[src/rtl/alu_pkg.sv]
// Shared definitions for the ALU dispatch front-end: opcodes, FSM states
// and the opcode legality helper.
package alu_pkg;

  localparam logic [3:0] OP_ADD  = 4'b0000;
  localparam logic [3:0] OP_SUB  = 4'b0001;
  localparam logic [3:0] OP_AND  = 4'b0010;
  localparam logic [3:0] OP_OR   = 4'b0011;
  localparam logic [3:0] OP_XOR  = 4'b0100;
  localparam logic [3:0] OP_SLL  = 4'b0101;
  localparam logic [3:0] OP_SRL  = 4'b0110;
  localparam logic [3:0] OP_XNOR = 4'b0111;
  localparam logic [3:0] OP_MUL  = 4'b1000;
  localparam logic [3:0] OP_DIV  = 4'b1001;

  // Command word layout: {op, a, b}
  localparam int CMD_W = 36;

  typedef enum logic [2:0] {
    ST_SLEEP,
    ST_WAKE,
    ST_ACTIVE,
    ST_ISSUE,
    ST_WAIT,
    ST_ISO
  } dispatch_state_e;

  // Everything above DIV is unassigned and answered with an error response
  function automatic logic isLegalOp(input logic [3:0] op);
    return (op <= OP_DIV);
  endfunction

endpackage

[src/rtl/alu_cmd_fifo.sv]
// Small synchronous command FIFO. Push and pop may happen in the same cycle;
// requests against a full (push) or empty (pop) FIFO are ignored.
module alu_cmd_fifo
  import alu_pkg::*;
#(
  parameter int DEPTH = 4,
  parameter int WIDTH = CMD_W
) (
  input  logic             clk,
  input  logic             rst_n,
  input  logic             push_i,
  input  logic [WIDTH-1:0] wdata_i,
  input  logic             pop_i,
  output logic [WIDTH-1:0] rdata_o,
  output logic             full_o,
  output logic             empty_o
);

  localparam int AW = (DEPTH > 1) ? $clog2(DEPTH) : 1;

  logic [WIDTH-1:0] mem_q [DEPTH];
  logic [AW-1:0]    wrPtr_q;
  logic [AW-1:0]    rdPtr_q;
  logic [AW:0]      count_q;
  logic [AW:0]      count_d;
  logic             doPush;
  logic             doPop;

  assign doPush  = push_i && !full_o;
  assign doPop   = pop_i && !empty_o;
  assign full_o  = (count_q == (AW+1)'(DEPTH));
  assign empty_o = (count_q == '0);
  assign rdata_o = mem_q[rdPtr_q];

  // Occupancy follows the net effect of this cycle's push and pop
  always_comb begin
    count_d = count_q;
    case ({doPush, doPop})
      2'b10:   count_d = count_q + 1'b1;
      2'b01:   count_d = count_q - 1'b1;
      default: count_d = count_q;
    endcase
  end

  // Storage array; contents need no reset because occupancy gates every read
  always_ff @(posedge clk) begin
    if (doPush) begin
      mem_q[wrPtr_q] <= wdata_i;
    end
  end

  // Pointers wrap naturally since the depth is a power of two
  always_ff @(posedge clk or negedge rst_n) begin
    if (!rst_n) begin
      wrPtr_q <= '0;
      rdPtr_q <= '0;
      count_q <= '0;
    end else begin
      if (doPush) begin
        wrPtr_q <= wrPtr_q + 1'b1;
      end
      if (doPop) begin
        rdPtr_q <= rdPtr_q + 1'b1;
      end
      count_q <= count_d;
    end
  end

endmodule

[src/rtl/alu_dispatch.sv]
// Command front-end and power sequencer for the multi-cycle ALU. Buffers
// commands, issues one at a time with stable operands, holds each response
// until consumed, and clamps/powers down the ALU after a stretch of idleness.
module alu_dispatch
  import alu_pkg::*;
#(
  parameter int FIFO_DEPTH    = 4,
  parameter int IDLE_TIMEOUT  = 16,
  parameter int PWR_UP_CYCLES = 4
) (
  input  logic        clk,
  input  logic        rst_n,
  input  logic        cmd_valid,
  output logic        cmd_ready,
  input  logic [15:0] cmd_a,
  input  logic [15:0] cmd_b,
  input  logic [3:0]  cmd_op,
  output logic        rsp_valid,
  input  logic        rsp_ready,
  output logic [15:0] rsp_result,
  output logic        rsp_err,
  output logic        alu_pwr_en,
  output logic        iso_en,
  output logic [15:0] alu_A,
  output logic [15:0] alu_B,
  output logic [3:0]  alu_opcode,
  output logic        alu_start,
  input  logic        alu_busy,
  input  logic [15:0] alu_result,
  output logic        asleep
);

  localparam int IDLE_W = (IDLE_TIMEOUT > 1) ? $clog2(IDLE_TIMEOUT) : 1;
  localparam int WAKE_W = (PWR_UP_CYCLES > 1) ? $clog2(PWR_UP_CYCLES) : 1;
  localparam logic [IDLE_W-1:0] IDLE_LAST = IDLE_W'(IDLE_TIMEOUT - 1);
  localparam logic [WAKE_W-1:0] WAKE_LAST = WAKE_W'(PWR_UP_CYCLES - 1);

  dispatch_state_e   state_q;
  logic [IDLE_W-1:0] idleCnt_q;
  logic [WAKE_W-1:0] wakeCnt_q;
  logic              pwrEn_q;
  logic              isoEn_q;
  logic              asleep_q;
  logic              aluStart_q;
  logic [15:0]       aluA_q;
  logic [15:0]       aluB_q;
  logic [3:0]        aluOp_q;
  logic              rspValid_q;
  logic [15:0]       rspResult_q;
  logic              rspErr_q;

  logic              fifoFull;
  logic              fifoEmpty;
  logic [CMD_W-1:0]  fifoHead;
  logic [3:0]        headOp;
  logic [15:0]       headA;
  logic [15:0]       headB;
  logic              dispatch;

  assign headOp = fifoHead[35:32];
  assign headA  = fifoHead[31:16];
  assign headB  = fifoHead[15:0];

  // A held response blocks dispatch, which also keeps pop and response
  // consumption from landing in the same cycle
  assign dispatch = (state_q == ST_ACTIVE) && !fifoEmpty && !rspValid_q;

  alu_cmd_fifo #(
    .DEPTH (FIFO_DEPTH),
    .WIDTH (CMD_W)
  ) u_fifo (
    .clk     (clk),
    .rst_n   (rst_n),
    .push_i  (cmd_valid),
    .wdata_i ({cmd_op, cmd_a, cmd_b}),
    .pop_i   (dispatch),
    .rdata_o (fifoHead),
    .full_o  (fifoFull),
    .empty_o (fifoEmpty)
  );

  assign cmd_ready  = !fifoFull;
  assign rsp_valid  = rspValid_q;
  assign rsp_result = rspResult_q;
  assign rsp_err    = rspErr_q;
  assign alu_pwr_en = pwrEn_q;
  assign iso_en     = isoEn_q;
  assign alu_A      = aluA_q;
  assign alu_B      = aluB_q;
  assign alu_opcode = aluOp_q;
  assign alu_start  = aluStart_q;
  assign asleep     = asleep_q;

  // Sequencer: power is raised before the clamp drops and the clamp is raised before power drops
  always_ff @(posedge clk or negedge rst_n) begin
    if (!rst_n) begin
      state_q     <= ST_SLEEP;
      idleCnt_q   <= '0;
      wakeCnt_q   <= '0;
      pwrEn_q     <= 1'b0;
      isoEn_q     <= 1'b1;
      asleep_q    <= 1'b1;
      aluStart_q  <= 1'b0;
      aluA_q      <= '0;
      aluB_q      <= '0;
      aluOp_q     <= '0;
      rspValid_q  <= 1'b0;
      rspResult_q <= '0;
      rspErr_q    <= 1'b0;
    end else begin
      idleCnt_q <= '0;
      if (rspValid_q && rsp_ready) begin
        rspValid_q <= 1'b0;
      end
      case (state_q)
        ST_SLEEP: begin
          if (!fifoEmpty) begin
            state_q   <= ST_WAKE;
            pwrEn_q   <= 1'b1;
            asleep_q  <= 1'b0;
            wakeCnt_q <= '0;
          end
        end
        ST_WAKE: begin
          if (wakeCnt_q == WAKE_LAST) begin
            state_q <= ST_ACTIVE;
            isoEn_q <= 1'b0;
          end else begin
            wakeCnt_q <= wakeCnt_q + 1'b1;
          end
        end
        ST_ACTIVE: begin
          if (dispatch) begin
            if (isLegalOp(headOp)) begin
              aluA_q     <= headA;
              aluB_q     <= headB;
              aluOp_q    <= headOp;
              aluStart_q <= 1'b1;
              state_q    <= ST_ISSUE;
            end else begin
              rspResult_q <= '0;
              rspErr_q    <= 1'b1;
              rspValid_q  <= 1'b1;
            end
          end else if (fifoEmpty && !rspValid_q) begin
            if (idleCnt_q == IDLE_LAST) begin
              state_q <= ST_ISO;
              isoEn_q <= 1'b1;
            end else begin
              idleCnt_q <= idleCnt_q + 1'b1;
            end
          end
        end
        ST_ISSUE: begin
          aluStart_q <= 1'b0;
          state_q    <= ST_WAIT;
        end
        ST_WAIT: begin
          if (!alu_busy) begin
            rspResult_q <= alu_result;
            rspErr_q    <= 1'b0;
            rspValid_q  <= 1'b1;
            state_q     <= ST_ACTIVE;
          end
        end
        ST_ISO: begin
          pwrEn_q  <= 1'b0;
          asleep_q <= 1'b1;
          state_q  <= ST_SLEEP;
        end
        default: begin
          state_q    <= ST_SLEEP;
          pwrEn_q    <= 1'b0;
          isoEn_q    <= 1'b1;
          asleep_q   <= 1'b1;
          aluStart_q <= 1'b0;
        end
      endcase
    end
  end

endmodule

[config.mk]
export PLATFORM = sky130hd
export DESIGN_NAME = alu_dispatch
export DESIGN_NICKNAME = d
export VERILOG_FILES = /design/src/rtl/alu_pkg.sv /design/src/rtl/alu_cmd_fifo.sv /design/src/rtl/alu_dispatch.sv
export SDC_FILE = /design/constraint.sdc
export NUM_CORES = 1
export LEC_CHECK = 0
export CAP_MARGIN = 25
export CORE_MARGIN = 5
export CORE_UTILIZATION = 51
export CTS_BUF_LIST = sky130_fd_sc_hd__clkbuf_8
export DETAILED_ROUTE_END_ITERATION = 16
export PLACE_DENSITY = 0.86
export SLEW_MARGIN = 0
export SYNTH_ARGS = -nofsm -noshare
export SYNTH_HDL_FRONTEND = slang
export SYNTH_SLANG_ARGS = --single-unit
[constraint.sdc]
create_clock -name clk -period 2.1 [get_ports clk]
set_input_delay 0.42 -clock clk [delete_from_list [all_inputs] [get_ports clk]]
set_output_delay 0.42 -clock clk [all_outputs]
set_load 0.01 [all_outputs]
## Word level (Yosys, flattened, before mapping)

Memories as Yosys holds them, arrays and structs flattened.
Cells that the tools add are included.

- Magnitude comparators: 1
- Add/sub/neg operators: 6
- Bitwise logic cells: 3
- Multiplexer cells: 43
- Equality and inequality tests: 23
- Reductions and logical operators: 24

Operators by type and width:

| cell | number |
|---|---|
| 16-bit 2-to-1 mux | 3 |
| 16-bit case mux with 2 select lines | 1 |
| 3-bit 2-to-1 mux | 7 |
| 1-bit 2-to-1 mux | 17 |
| 4-bit 2-to-1 mux | 4 |
| 3-bit case mux with 5 select lines | 1 |
| 2-bit != test (second input constant) | 6 |
| 4-bit OR reduction | 3 |
| 1-bit case mux with 2 select lines | 5 |
| 3-bit == test (second input constant) | 3 |
| 3-bit AND reduction | 3 |
| 2-bit by 1-bit != test with 1-bit output (second input constant) | 4 |
| 2-bit by 1-bit adder with 2-bit output (second input constant) | 3 |
| 3-bit by 2-bit == test with 1-bit output (second input constant) | 2 |
| 1-bit logical AND | 6 |
| 3-bit zero test | 2 |
| 3-bit by 1-bit != test with 1-bit output (second input constant) | 2 |
| 3-bit case mux with 2 select lines | 1 |
| 6-bit AND reduction | 1 |
| 2-bit nonzero test | 3 |
| 5-bit AND reduction | 1 |
| 4-bit by 1-bit adder with 4-bit output (second input constant) | 1 |
| 2-bit == test (second input constant) | 2 |
| 4-bit == test (second input constant) | 1 |
| 13 further kinds | 18 |

- Input port bits: 57
- Bits in writable memories: 144
- Bits in registers: 74
- Memories: 1
- Output and inout port bits: 59
- Logic and storage cells: 117

Memories:

| memory | depth | width | rd ports | clocked after memory_dff | wr ports | RTL line | RTL |
|---|---|---|---|---|---|---|---|
| u_fifo.mem_q | 4 | 36 | 1 | 0 | 1 | alu_cmd_fifo.sv:21 | `logic [WIDTH-1:0] mem_q [DEPTH];` |

## Depth between registers and ports, before layout

- Depth in word-level cells: 7
- Gate-level depth with buffers: 10
- Gate-level depth less buffers: 10

## Hierarchy

A second synthesis with hierarchy kept.

- Cell total of the unflattened synthesis: 454
- Area total of the unflattened synthesis: 8398.1 um^2

Modules (own cells, without submodules):

| module | sequential area each (um^2) | instances | area an instance (um^2) | cells an instance |
|---|---|---|---|---|
| alu_cmd_fifo | 4499.3 | 1 | 5615.4 | 226 |
| alu_dispatch | 1679.1 | 1 | 2782.7 | 228 |

## Worst setup path before layout

No wires, ideal clock.

- Path kind: register to register
- Start: register u_fifo.count_q[0]
- End: register u_fifo.count_q[2]
- Buffers on the path: 1
- Path slack: 0.012 ns
- Setup time: 0.125 ns
- Arrival time: 1.963 ns
- Data required time: 1.975 ns
- Period minus slack after synthesis: 2.088 ns
- Cell stages (with the launch flop): 11
- Path through: dfrtp_1 > or3_1 > buf_2 > nand4_1 > inv_1 > ha_1 > inv_1 > fa_1 > xor2_1 > nor2_1 > xor2_1

- Longest elaborated chain between the ends: 7
- Elaborated cells on any way between the ends: 14
- Classes of those cells: 2 x add/sub; 3 x eq/ne; 1 x mux; 8 x reduce/logical

Ends and longest elaborated chain:

| item | RTL line | RTL |
|---|---|---|
| start: declaration | alu_cmd_fifo.sv:24 | `logic [AW:0] count_q;` |
| start signal: assignment | alu_cmd_fifo.sv:65 | `count_q <= count_d;` |
| 3-bit zero test (*) | alu_cmd_fifo.sv:32 | `assign empty_o = (count_q == '0);` |
| 1-bit zero test (*) | alu_cmd_fifo.sv:30, alu_dispatch.sv:66 |  |
| 1-bit logical AND (2 in series) | alu_dispatch.sv:66 | `assign dispatch = (state_q == ST_ACTIVE) && !fifoEmpty && !rspValid_q;` |
| 1-bit logical AND (*) | alu_cmd_fifo.sv:30 | `assign doPop = pop_i && !empty_o;` |
| net u_fifo.doPop | alu_cmd_fifo.sv:27 | `logic doPop;` |
| 2-bit by 1-bit == test with 1-bit output or 2-bit == test (tied branches) | alu_cmd_fifo.sv:38 | `case ({doPush, doPop})` |
| 3-bit case mux with 2 select lines or 2-bit nonzero test (tied branches) | - |  |

The timed path passes the listed nets; every way through them passes the cells marked *.
A chain may end at the register's enable or synchronous reset.

## Final worst setup path

- Start: register isoEn_q, in the netlist iso_en
- End: output port iso_en

RTL lines:

| item | RTL line | RTL |
|---|---|---|
| start: declaration | alu_dispatch.sv:42 | `logic isoEn_q;` |
| start signal: assignment | alu_dispatch.sv:101 | `isoEn_q <= 1'b1;` |
| start signal: assignment | alu_dispatch.sv:127 | `isoEn_q <= 1'b0;` |
| start signal: assignment | alu_dispatch.sv:148 | `isoEn_q <= 1'b1;` |
| end: declaration | alu_dispatch.sv:23 | `output logic iso_en,` |

No word-level cell between the ends.

==> impl_metrics.env <==
export IMPL_postSynthAreaPerCell_um2=18.5
export IMPL_status="complete, no violations"
export IMPL_io_buffer_count=115
export IMPL_grt_pass1_wl_um=27000
export IMPL_synth_area_top_cells="edfxtp_1, dfrtp_1, mux4_2"
export IMPL_ys_seq_elements=218
export IMPL_ys_warnings_count=0
export IMPL_avgRoutedWirePerCell_um=19.5
export IMPL_fin_area_um2=10800
export IMPL_drc=0
export IMPL_post_place_ws_ns=-0.0559
export IMPL_worst_slack_ns=0.0864
export IMPL_clock_latency_ns=0.52
export IMPL_cts_clk_slew_worst_paths_ns=0.05
export IMPL_p_clk_share_pct=24.2
export IMPL_drv_cap=0
export IMPL_synth_edf_count=144
export IMPL_cpLargestDelayFamily="flip-flops"
export IMPL_post_route_util_pct=65.6
export IMPL_synth_top_flop_cell="edfxtp_1"
export IMPL_critPathKind="reg2out"
export IMPL_via_per_inst=5.36
export IMPL_crit_buf_inv=1
export IMPL_gp_congestion=0.843
export IMPL_start_kind="flip-flop"
export IMPL_rsz0062_at_grt="false"
export IMPL_routed_wl_um=16800
export IMPL_path_cells="clkdlybuf4s50_1"
export IMPL_grt_pass1_vias=5120
export IMPL_slowest_stage="dfstp_2"
export IMPL_firstDrtPassIters=4
export IMPL_skew_ns=0.0236
export IMPL_synth_top_area_share_pct=51.3
export IMPL_synth_nets=520
export IMPL_coreArea_um2=16400
export IMPL_hold_violations=0
export IMPL_overflow=0
export IMPL_grt_max_degree=55
export IMPL_die_width_um=139
export IMPL_p_sw_mw=4.24
export IMPL_synth_area_leader_cell="edfxtp_1"
export IMPL_min_path_type="reg2reg"
export IMPL_stdcell_count=862
export IMPL_cts_buffer_depth=3
export IMPL_antenna_found_initial=0
export IMPL_p_per_area_nw_per_um2=1360
export IMPL_p_int_mw=10.4
export IMPL_hpwl_um=10600
export IMPL_cts_root_buf="clkbuf_8"
export IMPL_grtUsageTotal_pct=17.8
export IMPL_crit_fanout=4
export IMPL_ys_types=46
export IMPL_pwr_share_comb_pct=32.2
export IMPL_ys_seq_area_share_pct=73.2
export IMPL_numCtsBuffers=36
export IMPL_worst_pin_slew_ns=0.716
export IMPL_dr_first_iter_drc_count=277
export IMPL_finalCritPeriodShare_pct=95.9
export IMPL_placed_cell_area_um2=10000
export IMPL_async_flop_share_pct=33.9
export IMPL_drive_gt1_share_pct=24.9
export IMPL_synthesis_instances=455
export IMPL_fin_hold_ws_ns=0.489
export IMPL_ff2ff_setup_slack_ns=0.09
export IMPL_num_vias=4619
export IMPL_area_delta_synth_final_pct=27.5
export IMPL_cts_tree="yes"
export IMPL_ir_drop_mv=0.847
export IMPL_seqPwrFrac_pct=43.6
export IMPL_dp_cells=798
export IMPL_slew_headroom_pct=52.3
export IMPL_p_leak_nw=4.14
export IMPL_crit_arrival_ns=1.59
export IMPL_swShare_pct=28.9
export IMPL_required_ns=1.68
export IMPL_synth_area_um2=8440
export IMPL_fin_tns_setup_ns=0
export IMPL_setup_violations=0
export IMPL_n_fill_cell=1066
export IMPL_fin_crit_ns=2.01
export IMPL_num_antenna_cells=0
export IMPL_fp_dieH_um=139
export IMPL_cp_end_kind="output port"
export IMPL_io_pins=116
export IMPL_slowest_delay_ns=0.56
export IMPL_layout_nets=682
export IMPL_htreeDepth=2
export IMPL_regArea_um2=6180
export IMPL_dieArea_um2=19200
export IMPL_fp_row_count=47
export IMPL_start_util_pct=51.4
export IMPL_final_max_slew_viol_count=0
export IMPL_power_mw=14.7
export IMPL_fmaxAchievable_ghz=0.497
export IMPL_clkSinkCount=218
export IMPL_ant_nets=0
export IMPL_multi_input_area_um2=2120
==> worst reg2reg max path, stage by stage (launching register included) <==
cell and delay (ns):
dfrtp_1 0.41, or3_1 0.42, nand4_1 0.16, inv_2 0.08
ha_1 0.22, inv_1 0.07, fa_1 0.18, xor2_1 0.14
nor2_1 0.06, xor2_1 0.14
==> synth_stat cells, types with 3 or more instances <==
| cell type | count |
|---|---|
| a21oi_1 | 6 |
| mux2_2 | 9 |
| nor2_1 | 10 |
| nand2_1 | 39 |
| buf_2 | 3 |
| nand3_1 | 5 |
| xnor2_1 | 5 |
| nand3b_1 | 3 |
| mux2_4 | 26 |
| edfxtp_1 | 144 |
| mux4_2 | 36 |
| inv_1 | 14 |
| clkbuf_1 | 10 |
| nor3_1 | 3 |
| o21ai_0 | 22 |
| buf_6 | 3 |
| and3_1 | 5 |
| dfrtp_1 | 72 |
| ha_1 | 7 |
| a22o_1 | 3 |
==> path summary, 6_finish.rpt <==
check	startpoint	endpoint	cells past startpoint
hold / removal	rsp_err	rsp_err	1
max in group asynchronous	rst_n	alu_B[0]	3
setup / recovery	iso_en	iso_en	1
min in group asynchronous	rst_n	rsp_result[13]	2
setup reg to reg	u_fifo.count_q[0]	u_fifo.count_q[2]	9
hold reg to reg	rsp_err	rsp_err	1
==> flip-flops by register name, indices dropped and copies added (netlist names) <==
| name | cells |
|---|---|
| u_fifo.mem_q | 144 |
| alu_A | 16 |
| alu_B | 16 |
| rsp_result | 16 |
| alu_opcode | 4 |
| idleCnt_q | 4 |
| state_q | 3 |
| u_fifo.count_q | 3 |
| u_fifo.rdPtr_q | 2 |
| u_fifo.wrPtr_q | 2 |
| wakeCnt_q | 2 |
| alu_pwr_en | 1 |
| alu_start | 1 |
| asleep | 1 |
| iso_en | 1 |
| rsp_err | 1 |
| rsp_valid | 1 |
==> layer usage <==
metal	vias up	routed length [um]	track usage (%)
li1	2071	-	-
met1	2305	6620	22.0
met2	211	8420	30.2
met3	32	1410	5.69
met4	0	371	5.82
met5	-	0	0
==> power groups by stage <==
stage,sequential [mW],clock (mW),combinational [mW]
detailed placement,6.46,0,4.80
CTS,6.41,3.67,4.82
global route,6.52,3.87,5.11
floorplan,6.55,0,2.54
finish,6.40,3.56,4.73
global placement,6.38,0,4.65
==> area by class of cell <==
| class | instances | share of cell area [%] |
|---|---|---|
| Clock inverter | 23 | 1.41 |
| Sequential cell | 218 | 57.5 |
| Tap cell | 220 | 2.56 |
| Timing Repair Buffer | 142 | 13.3 |
| Multi-Input combinational cell | 205 | 19.7 |
| Clock buffer | 40 | 5.12 |
| Inverter | 14 | 0.488 |
==> cell usage in the layout (no fill, tap or decap), types with 7 or more instances in the layout <==
master           netlist  final
mux2_2                 9      9
mux2_4                26     26
o21ai_0               22     22
nand2_1               39     39
nor2_1                10     10
dfrtp_1               72     70
inv_1                 14     25
clkdlybuf4s50_1        0    113
edfxtp_1             144    144
buf_4                  1     21
clkbuf_8               0     40
ha_1                   7      7
mux4_2                36     36
==> cells by family after synthesis <==
| kind of cell | after synthesis | synth area share (%) |
|---|---|---|
| XOR/XNOR | 7 | 0.727 |
| flip-flops | 218 | 73.2 |
| AO/OA/AOI/OAI | 44 | 3.32 |
| buffers and inverters | 32 | 1.78 |
| AND/OR/NAND/NOR | 74 | 4.11 |
| adder cells (fa/ha/maj) | 8 | 1.28 |
| multiplexers | 72 | 15.6 |
==> repair_timing <==
action / 4_1_cts / 5_1_grt
endpoints found under the hold margin: 50 / 0
endpoints found under the setup margin: 1 / 2
gates resized for setup: 1 / 2
setup buffers: 0 / 0
hold buffers: 1 / 0
No activity file was read; power rests on OpenSTA's default activity.
